**src/rtl/gat_pkg.sv**
```systemverilog
// Shared GAT definitions: width derivations for the num_node store (used by the
// writer and this reader) and the read-pass state encoding.
package gat_pkg;

  localparam int MAX_NODES_DEFAULT     = 168;
  localparam int NUM_SUBGRAPHS_DEFAULT = 2708;

  // Width of a per-subgraph node count.
  function automatic int num_node_width(input int max_nodes);
    return (max_nodes > 1) ? $clog2(max_nodes) : 1;
  endfunction

  // Width of a BRAM address / subgraph index.
  function automatic int num_node_addr_w(input int num_subgraphs);
    return (num_subgraphs > 1) ? $clog2(num_subgraphs) : 1;
  endfunction

  // Counters that must be able to hold NUM_SUBGRAPHS itself.
  function automatic int num_node_cnt_w(input int num_subgraphs);
    return $clog2(num_subgraphs + 1);
  endfunction

  typedef enum logic [1:0] {
    IDLE = 2'd0,
    RUN  = 2'd1,
    DONE = 2'd2
  } rd_state_e;

endpackage

```
**src/rtl/num_node_fifo.sv**
```systemverilog
// Synchronous FIFO whose head entry sits in an output register; count_o
// includes that head entry. Push and pop may coincide at any occupancy.
module num_node_fifo #(
  parameter int  WIDTH = 8,
  parameter int  DEPTH = 4,
  localparam int PTR_W = $clog2(DEPTH),
  localparam int CNT_W = $clog2(DEPTH + 1)
) (
  input  logic             clk,
  input  logic             rst,
  input  logic             push_i,
  input  logic [WIDTH-1:0] din_i,
  input  logic             pop_i,
  output logic [WIDTH-1:0] dout_o,
  output logic             vld_o,
  output logic [CNT_W-1:0] count_o
);

  logic [WIDTH-1:0] mem_q [DEPTH];
  logic [PTR_W-1:0] wr_ptr_q, rd_ptr_q, rd_ptr_nxt;
  logic [CNT_W-1:0] count_q, remaining;
  logic             pop;

  always_comb begin
    pop        = pop_i & vld_o;
    rd_ptr_nxt = rd_ptr_q + PTR_W'(pop);
    remaining  = count_q - CNT_W'(pop);
  end

  // NOTE: the storage array has no reset; count_q alone says which slots are
  // meaningful, which keeps the array mappable to distributed RAM.
  always_ff @(posedge clk) begin
    if (push_i) mem_q[wr_ptr_q] <= din_i;
  end

  always_ff @(posedge clk) begin
    if (rst) begin
      wr_ptr_q <= '0;
      rd_ptr_q <= '0;
      count_q  <= '0;
      dout_o   <= '0;
      vld_o    <= 1'b0;
    end else begin
      if (push_i) wr_ptr_q <= wr_ptr_q + PTR_W'(1);
      rd_ptr_q <= rd_ptr_nxt;
      count_q  <= remaining + CNT_W'(push_i);
      // Reload the head: an older stored entry wins, else bypass the push.
      if (remaining != '0) begin
        dout_o <= mem_q[rd_ptr_nxt];
        vld_o  <= 1'b1;
      end else if (push_i) begin
        dout_o <= din_i;
        vld_o  <= 1'b1;
      end else begin
        vld_o  <= 1'b0;
      end
    end
  end

  assign count_o = count_q;

endmodule

```
**src/rtl/num_node_reader.sv**
```systemverilog
// Streams per-subgraph node counts out of the num_node BRAM in index order,
// never reading ahead of the writer, with credit-limited prefetch.
module num_node_reader
  import gat_pkg::*;
#(
  parameter int  MAX_NODES       = MAX_NODES_DEFAULT,
  parameter int  NUM_SUBGRAPHS   = NUM_SUBGRAPHS_DEFAULT,
  parameter int  BRAM_RD_LATENCY = 2,
  parameter int  FIFO_DEPTH      = 4,
  localparam int NUM_NODE_WIDTH  = num_node_width(MAX_NODES),
  localparam int NUM_NODE_ADDR_W = num_node_addr_w(NUM_SUBGRAPHS)
) (
  input  logic                       clk,
  input  logic                       rst,
  input  logic                       start_i,
  input  logic                       wr_ena_i,
  output logic                       num_node_bram_enb,
  output logic [NUM_NODE_ADDR_W-1:0] num_node_bram_addrb,
  input  logic [NUM_NODE_WIDTH-1:0]  num_node_bram_doutb,
  output logic [NUM_NODE_WIDTH-1:0]  num_node_o,
  output logic [NUM_NODE_ADDR_W-1:0] num_node_idx_o,
  output logic                       num_node_last_o,
  output logic                       num_node_vld_o,
  input  logic                       num_node_rdy_i,
  output logic                       busy_o,
  output logic                       done_o
);

  localparam int CNT_W  = num_node_cnt_w(NUM_SUBGRAPHS);
  localparam int FIFO_W = NUM_NODE_ADDR_W + NUM_NODE_WIDTH;
  localparam int FCNT_W = $clog2(FIFO_DEPTH + 1);
  localparam int LAT    = BRAM_RD_LATENCY;

  localparam logic [CNT_W-1:0]           N_ENTRIES = CNT_W'(NUM_SUBGRAPHS);
  localparam logic [NUM_NODE_ADDR_W-1:0] LAST_IDX  = NUM_NODE_ADDR_W'(NUM_SUBGRAPHS - 1);

  rd_state_e                  state_q, state_d;
  logic [CNT_W-1:0]           wr_cnt_q, rd_addr_q;
  logic [LAT-1:0]             pipe_vld_q;
  logic [NUM_NODE_ADDR_W-1:0] pipe_idx_q [LAT];
  logic [FCNT_W-1:0]          fifo_count;
  logic [FIFO_W-1:0]          fifo_dout;
  logic                       fifo_vld;
  logic                       accept;
  logic                       issue;
  int                         occupancy;

  assign accept = fifo_vld & num_node_rdy_i;

  // NOTE: every always_comb output gets a default before any branch, so no
  // path can leave it unassigned and infer a latch.
  always_comb begin
    state_d = state_q;
    unique case (state_q)
      IDLE:    if (start_i) state_d = RUN;
      RUN:     if (accept && num_node_last_o) state_d = DONE;
      DONE:    state_d = IDLE;
      default: state_d = IDLE;
    endcase
  end

  // NOTE: flops use non-blocking assignments so every register in the design
  // samples pre-edge values regardless of process ordering.
  always_ff @(posedge clk) begin
    if (rst) state_q <= IDLE;
    else     state_q <= state_d;
  end

  // Credit rule: entries in flight plus entries queued never exceed the FIFO,
  // so the tail of the read pipe can always push.
  always_comb begin
    occupancy = int'(fifo_count) + $countones(pipe_vld_q);
    issue     = (state_q == RUN)
             && (rd_addr_q < N_ENTRIES)
             && (rd_addr_q < wr_cnt_q)
             && (occupancy < FIFO_DEPTH);
  end

  always_ff @(posedge clk) begin
    if (rst) begin
      wr_cnt_q  <= '0;
      rd_addr_q <= '0;
    end else if (state_q == DONE) begin
      wr_cnt_q  <= '0;
      rd_addr_q <= '0;
    end else begin
      if (wr_ena_i && (wr_cnt_q != N_ENTRIES)) wr_cnt_q <= wr_cnt_q + CNT_W'(1);
      if (issue) rd_addr_q <= rd_addr_q + CNT_W'(1);
    end
  end

  // In-flight pipe: its tail lines up with the cycle doutb becomes valid.
  always_ff @(posedge clk) begin
    if (rst) begin
      pipe_vld_q <= '0;
    end else begin
      pipe_vld_q[0] <= issue;
      for (int i = 1; i < LAT; i++) pipe_vld_q[i] <= pipe_vld_q[i-1];
    end
  end

  always_ff @(posedge clk) begin
    pipe_idx_q[0] <= rd_addr_q[NUM_NODE_ADDR_W-1:0];
    for (int i = 1; i < LAT; i++) pipe_idx_q[i] <= pipe_idx_q[i-1];
  end

  num_node_fifo #(
    .WIDTH (FIFO_W),
    .DEPTH (FIFO_DEPTH)
  ) u_fifo (
    .clk     (clk),
    .rst     (rst),
    .push_i  (pipe_vld_q[LAT-1]),
    .din_i   ({pipe_idx_q[LAT-1], num_node_bram_doutb}),
    .pop_i   (accept),
    .dout_o  (fifo_dout),
    .vld_o   (fifo_vld),
    .count_o (fifo_count)
  );

  assign num_node_bram_enb   = issue;
  assign num_node_bram_addrb = issue ? rd_addr_q[NUM_NODE_ADDR_W-1:0] : '0;

  assign {num_node_idx_o, num_node_o} = fifo_dout;
  assign num_node_vld_o  = fifo_vld;
  assign num_node_last_o = fifo_vld && (num_node_idx_o == LAST_IDX);

  assign busy_o = (state_q == RUN);
  assign done_o = (state_q == DONE);

endmodule
```
**config.mk**
```make
export PLATFORM = sky130hd
export DESIGN_NAME = num_node_reader
export DESIGN_NICKNAME = d
export VERILOG_FILES = /design/src/rtl/gat_pkg.sv /design/src/rtl/num_node_fifo.sv /design/src/rtl/num_node_reader.sv
export SDC_FILE = /design/constraint.sdc
export NUM_CORES = 1
export LEC_CHECK = 0
export BUFFER_PORTS_ARGS = -buffer_cell sky130_fd_sc_hd__buf_2
export CAP_MARGIN = 0
export CORE_MARGIN = 2
export CORE_UTILIZATION = 39
export DETAILED_ROUTE_END_ITERATION = 10
export MAX_ROUTING_LAYER = met4
export PLACE_DENSITY = 0.63
export SLEW_MARGIN = 0
export SYNTH_ARGS = -nofsm -noshare
export SYNTH_HDL_FRONTEND = slang
export SYNTH_SLANG_ARGS = --single-unit
```
**constraint.sdc**
```tcl
create_clock -name clk -period 2.21 [get_ports clk]
set_input_delay 0.1105 -clock clk [delete_from_list [all_inputs] [get_ports clk]]
set_output_delay 0.1105 -clock clk [all_outputs]
set_load 0.05 [all_outputs]
```
## Yosys cells after proc, flatten, opt, wreduce, memory -nomap -nowiden

Memories as Yosys holds them, arrays and structs flattened.
Cells that the tools add are included.

| cells by class | value |
|---|---|
| muxes and demuxes | 9 |
| order comparisons | 3 |
| equal/unequal tests | 6 |
| reduce and logical (&&, ||, !) cells | 11 |
| add/sub/neg operators | 8 |
| bitwise gates (word level) | 2 |

Operators by type and width:

| kind | count |
|---|---|
| $mux 20 | 2 |
| $add 12x1->12 const B | 2 |
| $eq 12x12->1 const B | 1 |
| $lt 12x12->1 | 1 |
| $lt 12x12->1 const B | 1 |
| $mux 12 | 1 |
| $ne 12x12->1 const B | 1 |
| $logic_and 1x1->1 | 6 |
| $add 3x2->4 | 1 |
| $lt 4x3->1 const B | 1 |
| $mux 2 | 2 |
| $pmux 2 s2 | 1 |
| $add 3x1->3 | 1 |
| $mux 1 | 3 |
| $reduce_bool 3->1 | 1 |
| $sub 3x1->3 | 1 |
| $add 1x1->2 | 1 |
| $add 2x1->2 | 1 |
| $add 2x1->2 const B | 1 |
| $and 1x1->1 | 2 |
| $eq 2x1->1 const B | 1 |
| $eq 2x2->1 const B | 1 |
| $logic_not 2->1 | 1 |
| $ne 2x1->1 const B | 1 |
| other kinds (4) | 4 |

| word-level totals | value |
|---|---|
| bits in writable memories | 104 |
| memories kept | 2 |
| input bits | 13 |
| output and inout port bits | 37 |
| word-level logic and storage cells | 50 |
| bits in registers | 56 |

Memories:

| name | depth | width | read ports | clocked after memory_dff | wr ports | RTL line | text |
|---|---|---|---|---|---|---|---|
| u_fifo.mem_q | 4 | 20 | 1 | 0 | 1 | num_node_fifo.sv:19 | `logic [WIDTH-1:0] mem_q [DEPTH];` |
| pipe_idx_q | 2 | 12 | 2 | 0 | 2 | num_node_reader.sv:40 | `logic [NUM_NODE_ADDR_W-1:0] pipe_idx_q [LAT];` |

## Logic depth before layout (Yosys ltp)

| logic depth | value |
|---|---|
| depth after elaboration | 5 |
| depth in mapped cells | 9 |
| depth with buffers taken out | 7 |

## Modules after synthesis

From an unflattened synthesis, not the netlist that was laid out.

| unflattened totals | value |
|---|---|
| cell total of the unflattened synthesis | 491 |
| area, all modules | 6510.0 um^2 |

By module, submodules not included:

| module | area each (um^2) | times used | cells an instance | seq. area each (um^2) |
|---|---|---|---|---|
| num_node_fifo | 4260.3 | 1 | 257 | 2962.8 |
| num_node_reader | 2249.7 | 1 | 234 | 1041.0 |

## Least setup slack after synthesis

Ideal clock, no wire load.

| timing | value |
|---|---|
| path type | reg-to-output |
| start | register pipe_vld_q[0] |
| end | output num_node_bram_addrb[8] |
| cell stages (with the launch flop) | 7 |
| path buffers | 1 |
| slack | -0.881 ns |
| arrival time | 2.981 ns |
| data required time | 2.099 ns |
| cells stage by stage | dfxtp_1 -> ha_1 -> a21o_1 -> a2111oi_4 -> nand3_2 -> buf_4 -> nor4_1 |

| between the ends | value |
|---|---|
| word-level cells in the longest chain between the ends | 5 |

Ends and longest elaborated chain:

| what | RTL line | text |
|---|---|---|
| start: declaration | num_node_reader.sv:39 | `logic [LAT-1:0] pipe_vld_q;` |
| start signal: assignment | num_node_reader.sv:97 | `pipe_vld_q[0] <= issue;` |
| $add 1x1->2 (implied by the code) | num_node_reader.sv:72 | `occupancy = int'(fifo_count) + $countones(pipe_vld_q);` |
| $add 3x2->4 | num_node_reader.sv:72 |  |
| $lt 4x3->1 | num_node_reader.sv:76 | `&& (occupancy < FIFO_DEPTH);` |
| $logic_and 1x1->1 | num_node_reader.sv:76 |  |
| $mux 12 | num_node_reader.sv:122 | `assign num_node_bram_addrb = issue ? rd_addr_q[NUM_NODE_ADDR_W-1:0] : '0;` |
| end: declaration | num_node_reader.sv:18 | `output logic [NUM_NODE_ADDR_W-1:0] num_node_bram_addrb,` |

No other way between the ends.

## Worst setup path in the final report

| timing | value |
|---|---|
| start | register pipe_vld_q[0] |
| end | output num_node_bram_addrb[7] |

Same word-level chain as after synthesis.

==> results list <==
- Entering global routing, the biggest net connects 42 pins.
* Final estimated routing congestion in global placement: 0.832
* Critical path arrival: around 2.3 ns
* Avg Vias per Cell: approximately 5.1
* Area fraction of the dominant cell type after synthesis: around 37%
* Routed WL per cell: approximately 17 µm
- Number of buffers on the longest clock path: 2
- Floorplan row count: 47
* Number of nets in the finished design: a little over 600
* Post-Place Setup Slack: -0.0200 ns
- Cell internal power was estimated by the tool at roughly 5800 µW.
- CTS Buf Count: 17
* Hold slack final: between 0.08 and 0.09 ns
* Initial antenna violation count: 0
- Max Freq: 0.418 GHz
- Power share of the clock group: 34.1%
- The first global-routing pass estimated ~23000 µm of wire.
- Outcome: finished with violations
* Maximum fanout along the worst path: 6
* Top-level I/O count: 50
- Crit path cell chain: ha_4 -> a21o_1 -> a2111oi_4 -> nand3_2 -> nor3_4 -> buf_6 -> and2_4 -> buf_8
- H-Tree Level Count: 4
* Global-route total usage across every layer: 17.5%
* Final core occ: approximately half
- After layout, the worst path uses 108% of the clock period.
- The commonest cells after synthesis are 80 x dfxtp_1, 80 x edfxtp_1, 40 x nor2_1, 31 x mux2i_1, 24 x ha_1.
* Cell area after technology mapping: 6560 µm²
* Post-synth top flop: edfxtp_1
* Initial Util: about two fifths
* Worst stage delay on the critical path: 0.33 ns
* Worst hold path class: input port to flop
- The number of global-route vias before repair is 4316.
- VDD sags by at most approximately 0.60 mV.
* Critical path buffer and inverter count: 2
- Measured along the x axis, the die boundary spans roughly 130 µm.
- Setup total negative slack: -2.24 ns
- 0 antenna diodes ended up in the layout.
- Net switching is around 31% of the power.
- Cell count after synthesis: slightly below 500
- The biggest area contributor in the post-synthesis netlist is edfxtp_1.
- Number of enable-type register cells in the synthesized netlist: 80
* Post-detailed-placement half-perimeter wirelength: approximately 9100 µm
- Footprint of the multi-input gates: roughly 2600 µm²
- Unrepaired setup endpoints after global routing: true
- DIE AREA: between 15000 and 20000 µm²
* Area overhead of the layout relative to synthesis: 27.8%
- Number of fill cells: ~1400
- # Max-Cap Violations: 0
- Skew-Pair Late Insertion Delay: 0.42 ns
* Fraction of power consumed by combinational cells: between 20% and 30%
- Root Driver: clkbuf_16
- The pre-antenna-repair detailed-routing pass consisted of 5 iterations.
- For this run, the register share of the synthesized area comes to about three fifths.
* Yosys synthesis warning count: 0
- Antenna Nets Post-Route: 0
* Final hold vios: 0
* Core box area: approximately 17000 µm²
* Average instance area after synthesis: between 10 and 15 µm²
* Overall die height: 134 µm
- Ranked by total cell area, the synthesized netlist is headed by edfxtp_1 37%, dfxtp_1 24%, mux4_2 6.9%.
- Flip-flop and latch count after synthesis: 160
- Summing all flip-flop and latch instances after layout gives a little over 4000 µm².
* IO Port Bufs: a little under 50
- Number of DRC violations after detailed routing: 0
* Total gr overflow: 0
* Final worst slack: -0.183 ns
* Power dissipated by switching net loads: between 2000 and 3000 µW
- For this run, the number of standard cells in the final layout without fillers is between 800 and 900.
* Post-route minimum period: ~2.4 ns
* Vias: 4179
- Share of final-layout standard cells stronger than drive strength 1: between 30% and 40%
- FFs w/ async S/R, synth: 0%
- Drt total wl: 14200 µm
- The detailed router finished its first iteration with 219 violations.
- Yosys mapped the design onto between 40 and 50 distinct sky130hd cell types.
* Seq pwr share: slightly above 40%
- Clock input transition at the sequential cells of the worst setup and hold paths: approximately 0.060 ns
* Total clock sinks: 160
* Worst slew margin: 50.8%
* Pwr dens: ~1000 nW/µm²
- At the pin with the least slew margin, the transition time is 0.736 ns.
- Violated checks: setup timing
* Instance count after placement with tap cells included: 762
- The cell family contributing the most delay on the critical path is simple AND/OR/NAND/NOR gates.
- Sort of element at the start of the critical path: flop
- Setup violations remaining at the end of the flow were counted as 13.
- STA classifies the critical path endpoint as an output pin.
- For the final database, setup skew stands at ~0.0095 ns.
- TritonCTS built the clock tree.
- For the worst setup path, the data required time is 2.10 ns.
* Worst setup path category: flop to output pin
* Leakage power: 0.00305 µW
- The number of nets handed over by synthesis was roughly 520.
* Critical Path Slowest Stage Cell: dfxtp_2
- Max-slew violation count: 0
cell families after synthesis:
family	count (synthesis)	synth area share [%]
compound gates	49	6.05
xor+xnor	12	1.60
mux	51	11.6
simple gates	144	12.2
fa+ha+maj	24	4.58
flops	160	61.1
buf+inv	46	2.88
state kept, by name (all words and copies together) (netlist names):
signal	cells
pipe_idx_q	24
u_fifo.dout_o	20
u_fifo.rd_ptr_q	2
state_q	2
u_fifo.count_o	3
rd_addr_q	12
u_fifo.wr_ptr_q	2
u_fifo.mem_q	80
u_fifo.vld_o	1
wr_cnt_q	12
pipe_vld_q	2
power groups by stage:
stage	sequential, µW	combinational [µW]	clock, µW
floorplan	3960	1030	0
global placement	3490	2000	0
global route	3470	2250	3060
CTS	3440	2090	2920
finish	3440	2080	2850
detailed placement	3500	2040	0
what timing repair did:
action,in CTS,in global routing
hold buffers,9,0
cloned,1,0
pin swaps,16,3
endpoints found under the setup margin,14,24
resized for setup,60,26
buffers inserted,7,1
hold endpoints to repair,33,0
metrics by stage:
stage / cell area [µm²] / power (µW)
5_1_grt: 8380 / 8770
3_3_place_gp: 7340 / 5490
6_report: 8380 / 8360
4_1_cts: 8270 / 8450
2_1_floorplan: 6600 / 4990
3_5_place_dp: 7340 / 5540
layer usage:
metal	share of wire [%]	vias to the layer above	track usage, %	routed length, µm
met4	1.7	0	6.09	245
met1	45	2057	21.5	6420
met5	0	-	-	0
met3	4.0	24	4.15	561
met2	49	100	28.5	6970
li1	-	1998	-	-
tightest hold or removal path, stage by stage:
cell	delay (ns)
buf_2	0.16
or3_1	0.12
mux2i_1	0.06
layout make-up:
class	count	area share [%]
Clock buffer	20	5.33
Sequential cell	160	48.1
Clock inverter	12	1.57
Tap cell	220	3.29
Multi-Input combinational cell	280	30.7
Timing Repair Buffer	99	10.1
Inverter	21	0.941
worst paths after layout:
path | from | to | slack, ns | depth (start not counted)
setup / recovery | pipe_vld_q[0] | num_node_bram_addrb[7] | -0.18 | 8
hold reg to reg | pipe_idx_q[0][8] | pipe_idx_q[0][20] | 0.33 | 0
setup reg to reg | pipe_vld_q[0] | rd_addr_q[1] | 0.11 | 7
hold / removal | rst | rd_addr_q[9] | 0.08 | 3
placed cells by master, fill, tap and decap left out, drive strengths merged, types with 4 or more instances in the layout:
cell	instances
or3	11
mux4	20
nand3	10
ha	24
edfxtp	80
nand2	19
a21oi	8
nor4	14
and2	19
dlygate4sd3	9
nand4	4
a211oi	20
nor2b	6
buf	90
nor3	6
dfxtp	80
mux2i	31
o21ai	4
inv	24
clkbuf	20
nor2	40
clkinv	6
xnor2	10
Note: power is estimated with default switching activity, not from simulation.
